[config.mk]
export PLATFORM = sky130hd
export DESIGN_NAME = pry_scan
export DESIGN_NICKNAME = d
export VERILOG_FILES = /design/src/rtl/pry_scan.sv
export SDC_FILE = /design/constraint.sdc
export NUM_CORES = 1
export LEC_CHECK = 0
export ABC_AREA = 0
export CELL_PAD_IN_SITES_DETAIL_PLACEMENT = 0
export CELL_PAD_IN_SITES_GLOBAL_PLACEMENT = 2
export CORE_MARGIN = 4
export CORE_UTILIZATION = 29
export CTS_BUF_LIST = sky130_fd_sc_hd__clkbuf_4 sky130_fd_sc_hd__clkbuf_8 sky130_fd_sc_hd__clkbuf_16
export DETAILED_ROUTE_END_ITERATION = 8
export PLACE_DENSITY_LB_ADDON = 0.1
export SLEW_MARGIN = 20
export SYNTH_ARGS = -nofsm -noshare
export SYNTH_HDL_FRONTEND = slang
export SYNTH_SLANG_ARGS = --single-unit
[constraint.sdc]
create_clock -name clk -period 8.6 [get_ports clk]
set_clock_uncertainty 0.15 [all_clocks]
set_input_delay 2.58 -clock clk [delete_from_list [all_inputs] [get_ports clk]]
set_output_delay 2.58 -clock clk [all_outputs]
set_load 0.005 [all_outputs]
[src/rtl/pry_scan.sv]
// pry_scan: captures a request vector and grants its set bits one per
// handshake, in fixed LSB-first or MSB-first priority order.
module pry_scan #(
  parameter int WIDTH     = 32,
  parameter     DIRECTION = "LSB",
  localparam int IDX_W    = (WIDTH > 1) ? $clog2(WIDTH) : 1
) (
  input  logic             clk,
  input  logic             rst,
  input  logic             s_vld,
  output logic             s_rdy,
  input  logic [WIDTH-1:0] s_pry,
  output logic             m_vld,
  input  logic             m_rdy,
  output logic [WIDTH-1:0] m_oht,
  output logic [IDX_W-1:0] m_idx,
  output logic             m_lst
);

  localparam bit MSB_FIRST = (DIRECTION == "MSB");

  typedef enum logic {
    IDLE = 1'b0,
    SCAN = 1'b1
  } state_t;

  state_t             state;
  state_t             nxt;
  logic [WIDTH-1:0]   pend;
  logic [IDX_W-1:0]   sel;
  logic               hit;
  logic               more;
  logic               cap;
  logic               hs;

  assign cap = s_vld & s_rdy;
  assign hs  = m_vld & m_rdy;

  // Locate the highest-priority pending bit; the last match in the
  // loop wins, so the loop runs toward the priority end.
  always_comb begin
    sel = '0;
    hit = 1'b0;
    for (int i = 0; i < WIDTH; i++) begin
      if (MSB_FIRST) begin
        if (pend[i]) begin
          sel = IDX_W'(i);
          hit = 1'b1;
        end
      end else begin
        if (pend[WIDTH-1-i]) begin
          sel = IDX_W'(WIDTH-1-i);
          hit = 1'b1;
        end
      end
    end
  end

  // More than one pending bit: clearing the lowest set bit leaves some.
  always_comb begin
    more = |(pend & (pend - WIDTH'(1)));
  end

  // State register with synchronous reset.
  always_ff @(posedge clk) begin
    if (rst) begin
      state <= IDLE;
    end else begin
      state <= nxt;
    end
  end

  // Pending register: a capture reloads it, a grant handshake clears
  // the granted bit; reset wins over both.
  always_ff @(posedge clk) begin
    if (rst) begin
      pend <= '0;
    end else if (cap) begin
      pend <= s_pry;
    end else if (hs) begin
      pend <= pend & ~m_oht;
    end
  end

  // Next-state logic; a capture in SCAN only happens alongside the
  // last handshake, so the new vector decides where we go.
  always_comb begin
    nxt = state;
    unique case (state)
      IDLE: begin
        if (cap && (|s_pry)) begin
          nxt = SCAN;
        end
      end
      SCAN: begin
        if (cap) begin
          nxt = (|s_pry) ? SCAN : IDLE;
        end else if (hs && m_lst) begin
          nxt = IDLE;
        end
      end
      default: nxt = IDLE;
    endcase
  end

  // Outputs: grant fields come from the pending register only and are
  // forced to zero outside SCAN; s_rdy opens on the last accepted grant.
  always_comb begin
    m_vld = 1'b0;
    m_oht = '0;
    m_idx = '0;
    m_lst = 1'b0;
    s_rdy = 1'b1;
    unique case (state)
      IDLE: begin
        s_rdy = 1'b1;
      end
      SCAN: begin
        m_vld = 1'b1;
        if (hit) begin
          m_oht = WIDTH'(1) << sel;
          m_idx = sel;
          m_lst = ~more;
        end
        s_rdy = m_rdy & m_lst;
      end
      default: begin
        s_rdy = 1'b1;
      end
    endcase
  end

endmodule

### Word level (Yosys, flattened, before mapping)

Index checks and enable logic that the tools add are counted.

* register bits: 33
* input bits: 36
* output and inout port bits: 40
* word-level logic and storage cells: 97

* $add $sub $neg: 1
* shifts and indexed selects: 1
* muxes and demuxes: 80
* bitwise operators: 8
* reductions and logical operators: 5

Operator list (number)
* 2-to-1 mux 5 bit: 34
* 2-to-1 mux 32 bit: 4
* bitwise AND 32 bit: 2
* OR reduction 32 bit: 2
* 2-to-1 mux 1 bit: 40
* inverter 32 bit: 1
* << shifter 1 x 5 -> 32 bit, first input constant: 1
* subtractor 32 x 1 -> 32 bit, second input constant: 1
* case mux 1 bit (2 select lines): 2
* bitwise AND 1 bit: 3
* logical AND 1 bit: 2
* inverter 1 bit: 2
* nonzero test 2 bit: 1

### Depth between registers and ports, before layout

Gate-level depths: netlist of run 1.

* depth after elaboration: 40
* mapped depth: 9
* mapped depth without buffers: 7

### Least setup slack after synthesis of run 1

No wires, ideal clock.

* path type: input-to-output
* start: input m_rdy
* end: output s_rdy
* arrival: 2.839 ns
* required time: 5.870 ns
* path slack: 3.031 ns
* stages: 2
* buffers on the path: 0
* path through: inv_1 -> o21ai_0

* longest elaborated chain between the ends: 2

Ends and longest elaborated chain
* start: declaration: RTL line 14 `input logic m_rdy,`
* bitwise AND 1 bit: RTL line 125 `s_rdy = m_rdy & m_lst;`
* case mux 1 bit (2 select lines): RTL line 114 `unique case (state)`
* end: declaration: RTL line 11 `output logic s_rdy,`

Every way passes these cells.

### Final worst setup path of run 1

Same ends and word-level chain as after synthesis.

==> metrics, run 1 <==
Min-Delay Path Class reg2reg; DR vias 3,363; Max IR drop VDD 0.0000731 V; fin crit share 78.5%; max_cap viols 0; Worst setup EP type output pin; EDFF count, synth 0; CP startpoint kind input pin; post-route cell area 3730 um2; H-tree Lvls 2; IO Count 76; Fill cells 1,011; GRT overflow 0; synthesized instance count 385; Initial DRC Count 193; GRT Total Usage 20.0%; power per cell area 152 nW/um2; Final ANT Viol Nets 0; Post-CTS Resized 0; Die Y 106 um; cell taking the most area after synthesis dfxtp_1; RSZ-0062 raised after global routing false; Sum Neg Setup Slack 0 ps; top cell type's share of synthesized area 23.5%; Main synth FF type dfxtp_1; core box area 9330 um2; Buffers on Ports 75; critical path class in2out; setup ws final 1850 ps; worst reg2reg setup slack 4300 ps; Yosys cell types 54; Netlist Area Pre-Place 2810 um2; status completed; Power, Total 0.565 mW; DRT Wirelength 11,500 um; Routed wire per std cell 19.9 um; total nets after synthesis 421; CTS tree built; Yosys warning count 0; DR vias/cell 5.83; max-slew violations 0; final hold violation count 0; Placer Congestion 0.965; Worst EP required 5870 ps; Arr. time, crit path 4020 ps; initial antenna violation count 0; DRC 0; DRT Pass-1 Iters 5; Avg Synthesized Cell Area 7.29 um2; fin crit period 6750 ps; Seq cells post-synth 33; largest net degree at the start of global routing 60; CTS Buf Count 5; hold buffers post-CTS 0; Worst-Skew Late Latency 290 ps; Die W 106 um; CTS clk-pin slew, worst paths 70 ps; final core utilization 40.0%; share of cells above drive strength 1 5.36%; most frequent cells in the layout clkdlybuf4s50_1, nor2_1, nand2_1; fmax 0.148 GHz; row cnt 35; ANT cells 0; Layout Nets 483; Clock Tree Buf Depth 2; Slew @ Worst Pin 805 ps; critical-path maximum fanout 5; top cells by area, synth dfxtp_1, mux2i_1, nor2_1; Area Growth Syn to Fin 32.9%; root buffer cell clkbuf_8; most frequent standard cell in the layout excluding fill and tap cells clkdlybuf4s50_1; vias in the first global route 3,168; dpl cell area 3630 um2; sequential fraction of the synthesis area 23.5%; die footprint 11,300 um2; Num Clock Sinks 33; post-CTS setup buffers 0; first-pass GRT wire length 17,800 um; asr flop ratio synth 0%; Max-slew headroom 46.3%; Setup violations, final 0; leakage 1.30 nW; Initial Utilization 30.1%; hpwl dp 8980 um; Place WS 1870 ps
[final cells by class]
cell class / count / area [um2] / share of cell area [%]
Clock buffer: 7 / 96.3 / 2.58
Timing Repair Buffer: 77 / 766 / 20.5
Clock inverter: 1 / 5.00 / 0.134
Inverter: 11 / 41.3 / 1.11
Tap cell: 129 / 161 / 4.33
Sequential cell: 33 / 661 / 17.7
Multi-Input combinational cell: 319 / 2000 / 53.6
[cell usage after synthesis, types with 2 or more instances]
cell	number
nor2b_1	3
nor4_2	3
o32ai_1	2
nor3_1	7
o21ai_0	14
nor4_1	11
nand4_1	10
o31ai_1	5
o311ai_0	10
a31oi_1	2
mux2i_1	30
nand2_1	42
a21o_1	3
nand3_1	14
o2111ai_1	2
or4_1	7
o41ai_1	3
mux2_1	2
a21oi_1	15
inv_1	10
or4_4	3
dfxtp_1	33
or2_2	4
buf_6	3
nor2_1	66
a2111oi_0	2
o211ai_1	24
or3_1	3
o211a_1	3
clkbuf_1	18
nand2b_1	7
o22ai_1	2
[final timing paths]
kind / cells after the start / from / endpoint
max: 4 / m_rdy / s_rdy
min: 2 / pend[7]$_SDFFE_PP0P_ / pend[7]$_SDFFE_PP0P_
max reg2reg: 8 / pend[0]$_SDFFE_PP0P_ / pend[3]$_SDFFE_PP0P_
min reg2reg: 2 / pend[7]$_SDFFE_PP0P_ / pend[7]$_SDFFE_PP0P_
[per-stage QoR]
stage / cells / hold slack [ps]
after floorplan: 385 / 361
after global placement: 569 / 412
after detailed placement: 569 / 417
after CTS: 577 / 427
after global routing: 577 / 451
final: 577 / 430
[critical path: stages]
cell	delay [ps]
clkdlybuf4s50_1	560
inv_1	70
o21ai_0	240
clkdlybuf4s50_1	570
[power by group]
part	internal, mW	switching [mW]
Sequential	0.164	0.0253
Combinational	0.0964	0.147
Clock	0.0724	0.0602
Total	0.333	0.233
[cell families (layout without fill, tap and decap cells)]
group / after synthesis / in the layout / share of synthesized area, %
compound gates: 101 / 101 / 26.5
flops: 33 / 33 / 23.5
mux: 32 / 32 / 11.5
simple gates: 186 / 186 / 33.2
buf+inv: 33 / 96 / 5.22
[state kept, by name, indices dropped and copies added, names as in the netlist]
register and flops:
state 1, pend 32
[routing by layer]
metal  routed length, um  share of wire [%]  GRT usage [%]
met5                   0                  0              0
met4                 194                1.7           5.18
met2                5120                 45           30.5
met3                 723                6.3           4.80
met1                5460                 48           28.2
Power figures use the tool's default switching activity.
==> inputs of run 2 (changes only) <==
- CORE_UTILIZATION: 29 -> 24
- clock period: 8.6 -> 6 ns (I/O delays scaled with it)
==> run 2 against run 1 <==
  * Clock power grew 110%
  * Total power grew 61%
  * Setup slack lost 1500 ps
  * Hold slack gained 1.6 ps
  * Sequential power grew 43%
  * Die area grew 19%
  * Sequential cell count is the same
  * Non-clock buffer count grew 4
  * Clock-buffer cell count is the same
  * Cell count grew 3.1%
  * Sequential share of layout area shrank 0.48 points
==> metrics, run 2 (synthesized netlist as in run 1, its figures left out) <==
R2R Path End pend[21]$_SDFFE_PP0P_; Die W 116 um (+9.2%); fin crit period 5630 ps; Worst EP required 4050 ps (-1820 ps); Die Y 116 um (+9.2%); DR vias/cell 5.57 (-4.5%); Arr. time, crit path 3680 ps (-340 ps); hold buffers post-CTS 0 (unchanged); Internal 0.554 mW (+66%); slowest CP cell nor4_2; r2r worst-path depth 8 (unchanged); critical-path maximum fanout 8 (+3); most frequent standard cell in the layout excluding fill and tap cells clkdlybuf4s50_1; most frequent cells in the layout clkdlybuf4s50_1, nor2_1, nand2_1; clock power share 30.2% (+6.7 points); Final ANT Viol Nets 0 (unchanged); leakage 1.34 nW (+3.5%); setup ws final 366 ps (-1480 ps); Sum Neg Setup Slack 0 ps (unchanged); Clock Tree Buf Depth 2 (unchanged); Initial DRC Count 167 (-13%); Setup violations, final 0 (unchanged); Fill cells 1,283 (+27%); GRT Total Usage 18.7% (-1.3 points); Buffers on Ports 75 (unchanged); switch share 39.2% (-2.0 points); Post-CTS Resized 0 (unchanged); status completed; ANT cells 0 (unchanged); final hold violation count 0 (unchanged); DRT Pass-1 Iters 7 (+2); critical path class reg2out; die footprint 13,500 um2 (+19%); Seq pwr share 29.7% (-3.8 points); initial antenna violation count 0 (unchanged); Placer Congestion 0.890 (-7.8%); Layout Nets 487 (+0.83%); post-CTS setup buffers 0 (unchanged); DR vias 3,313 (-1.5%); power per cell area 237 nW/um2 (+57%); Min-Delay Path Class reg2reg; CTS tree built; Worst-Skew Late Latency 280 ps (about the same); root buffer cell clkbuf_16; dpl cell area 3680 um2 (+1.3%); Slew @ Worst Pin 905 ps (+100 ps); worst hold path depth 2 (unchanged); post-placement cell count 587 (+3.2%); CTS clk-pin slew, worst paths 60 ps (about the same); post-route cell area 3830 um2 (+2.8%); Critical Path Source pend[0]$_SDFFE_PP0P_; Area Growth Syn to Fin 36.6%; vias in the first global route 3,318 (+4.7%); worst reg2reg setup slack 1840 ps (-2460 ps); fmax 0.177 GHz; Place WS 778 ps (-1090 ps); largest net degree at the start of global routing 61 (+1.7%); max-slew violations 0 (unchanged); CP peak stage delay 630 ps (+60 ps); first-pass GRT wire length 19,300 um (+8.7%); share of cells above drive strength 1 6.19% (+0.84 points); hpwl dp 9780 um (+8.9%); final core utilization 33.6% (-6.4 points); max_cap viols 0 (unchanged); Num Clock Sinks 33 (unchanged); Max-slew headroom 39.7% (-6.7 points); DRT Wirelength 12,400 um (+8.2%); fin crit share 93.9%; reg2reg start pend[0]$_SDFFE_PP0P_; cells along the critical path nor4_2, nand4_1, o41ai_1, o311ai_1, or4_4, o21ai_0, clkdlybuf4s50_1; CP startpoint kind flop; Worst setup EP type output pin; CTS Buf Count 5 (unchanged); Initial Utilization 24.6% (-5.5 points); Largest regs pend: 32 flops, state: 1 flops; sw power 0.357 mW (+53%); row cnt 39 (+11%); H-tree Lvls 2 (unchanged); Min Hold Slack 431 ps (+1.56 ps); Largest Register pend; Power, Total 0.910 mW (+61%); Routed wire per std cell 20.9 um (+4.9%); Worst setup endpoint s_rdy; Largest register FFs 32 (unchanged); Combinational Power Share 40.0% (-3.1 points); RSZ-0062 raised after global routing false; core box area 11,400 um2 (+22%); GRT overflow 0 (unchanged); fin cells 595 (+3.1%); HP Start pend[0]$_SDFFE_PP0P_; DRC 0 (unchanged); Max IR drop VDD 0.000103 V (+40%); IO Count 76 (unchanged)
[run 2: changes by cell type in the layout (fill, tap and decap cells not counted)]
cell / previous run / this run
clkbuf_16: 0 / 5
clkbuf_8: 7 / 2
buf_4: 2 / 6
[run 2: power groups by stage]
| stage | Sequential [mW] | Combinational (mW) | Clock (mW) |
|---|---|---|---|
| after global placement | 0.274 | 0.368 | 0 |
| after detailed placement | 0.275 | 0.361 | 0 |
| after CTS | 0.270 | 0.364 | 0.279 |
| after floorplan | 0.255 | 0.231 | 0 |
| final | 0.271 | 0.364 | 0.275 |
| after global routing | 0.275 | 0.400 | 0.288 |
[run 2: worst min path at each step]
| stage | to | slack [ps] |
|---|---|---|
| 5_1_grt | pend[0]$_SDFFE_PP0P_ | 490 |
| 4_1_cts | pend[0]$_SDFFE_PP0P_ | 440 |
| 2_1_floorplan | pend[18]$_SDFFE_PP0P_ | 360 |
| 3_3_place_gp | pend[0]$_SDFFE_PP0P_ | 410 |
| 6_report | pend[0]$_SDFFE_PP0P_ | 430 |
| 3_5_place_dp | pend[0]$_SDFFE_PP0P_ | 420 |
[run 2: per-layer routing]
| layer | track usage, % | up-vias | wire length [um] |
|---|---|---|---|
| li1 | - | 1599 | - |
| met1 | 26.8 | 1578 | 6020 |
| met2 | 29.2 | 124 | 5590 |
| met3 | 3.78 | 12 | 637 |
| met4 | 3.94 | 0 | 189 |
| met5 | 0 | - | 0 |
[run 2: area by class of cell]
cell class	instances	area [um2]	area share (%)
Multi-Input combinational cell	319	2000	52.2
Timing Repair Buffer	81	796	20.8
Sequential cell	33	661	17.2
Tap cell	143	179	4.67
Clock buffer	7	153	3.98
Inverter	11	41.3	1.08
Clock inverter	1	5.00	0.131
[run 2: critical path, delay by kind of cell (launching register included)]
family	cells	cell delay, ps
buffers and inverters	1	570
AOI/OAI and AO/OA	3	860
and+or+nand+nor	3	1610
DFF	1	370
==> inputs of run 3 (changes only) <==
- CTS_BUF_LIST: sky130_fd_sc_hd__clkbuf_4 sky130_fd_sc_hd__clkbuf_8 sky130_fd_sc_hd__clkbuf_16 -> default
==> results of run 3 <==
No change in the layout: final DEF, timing and power equal those of run 2.
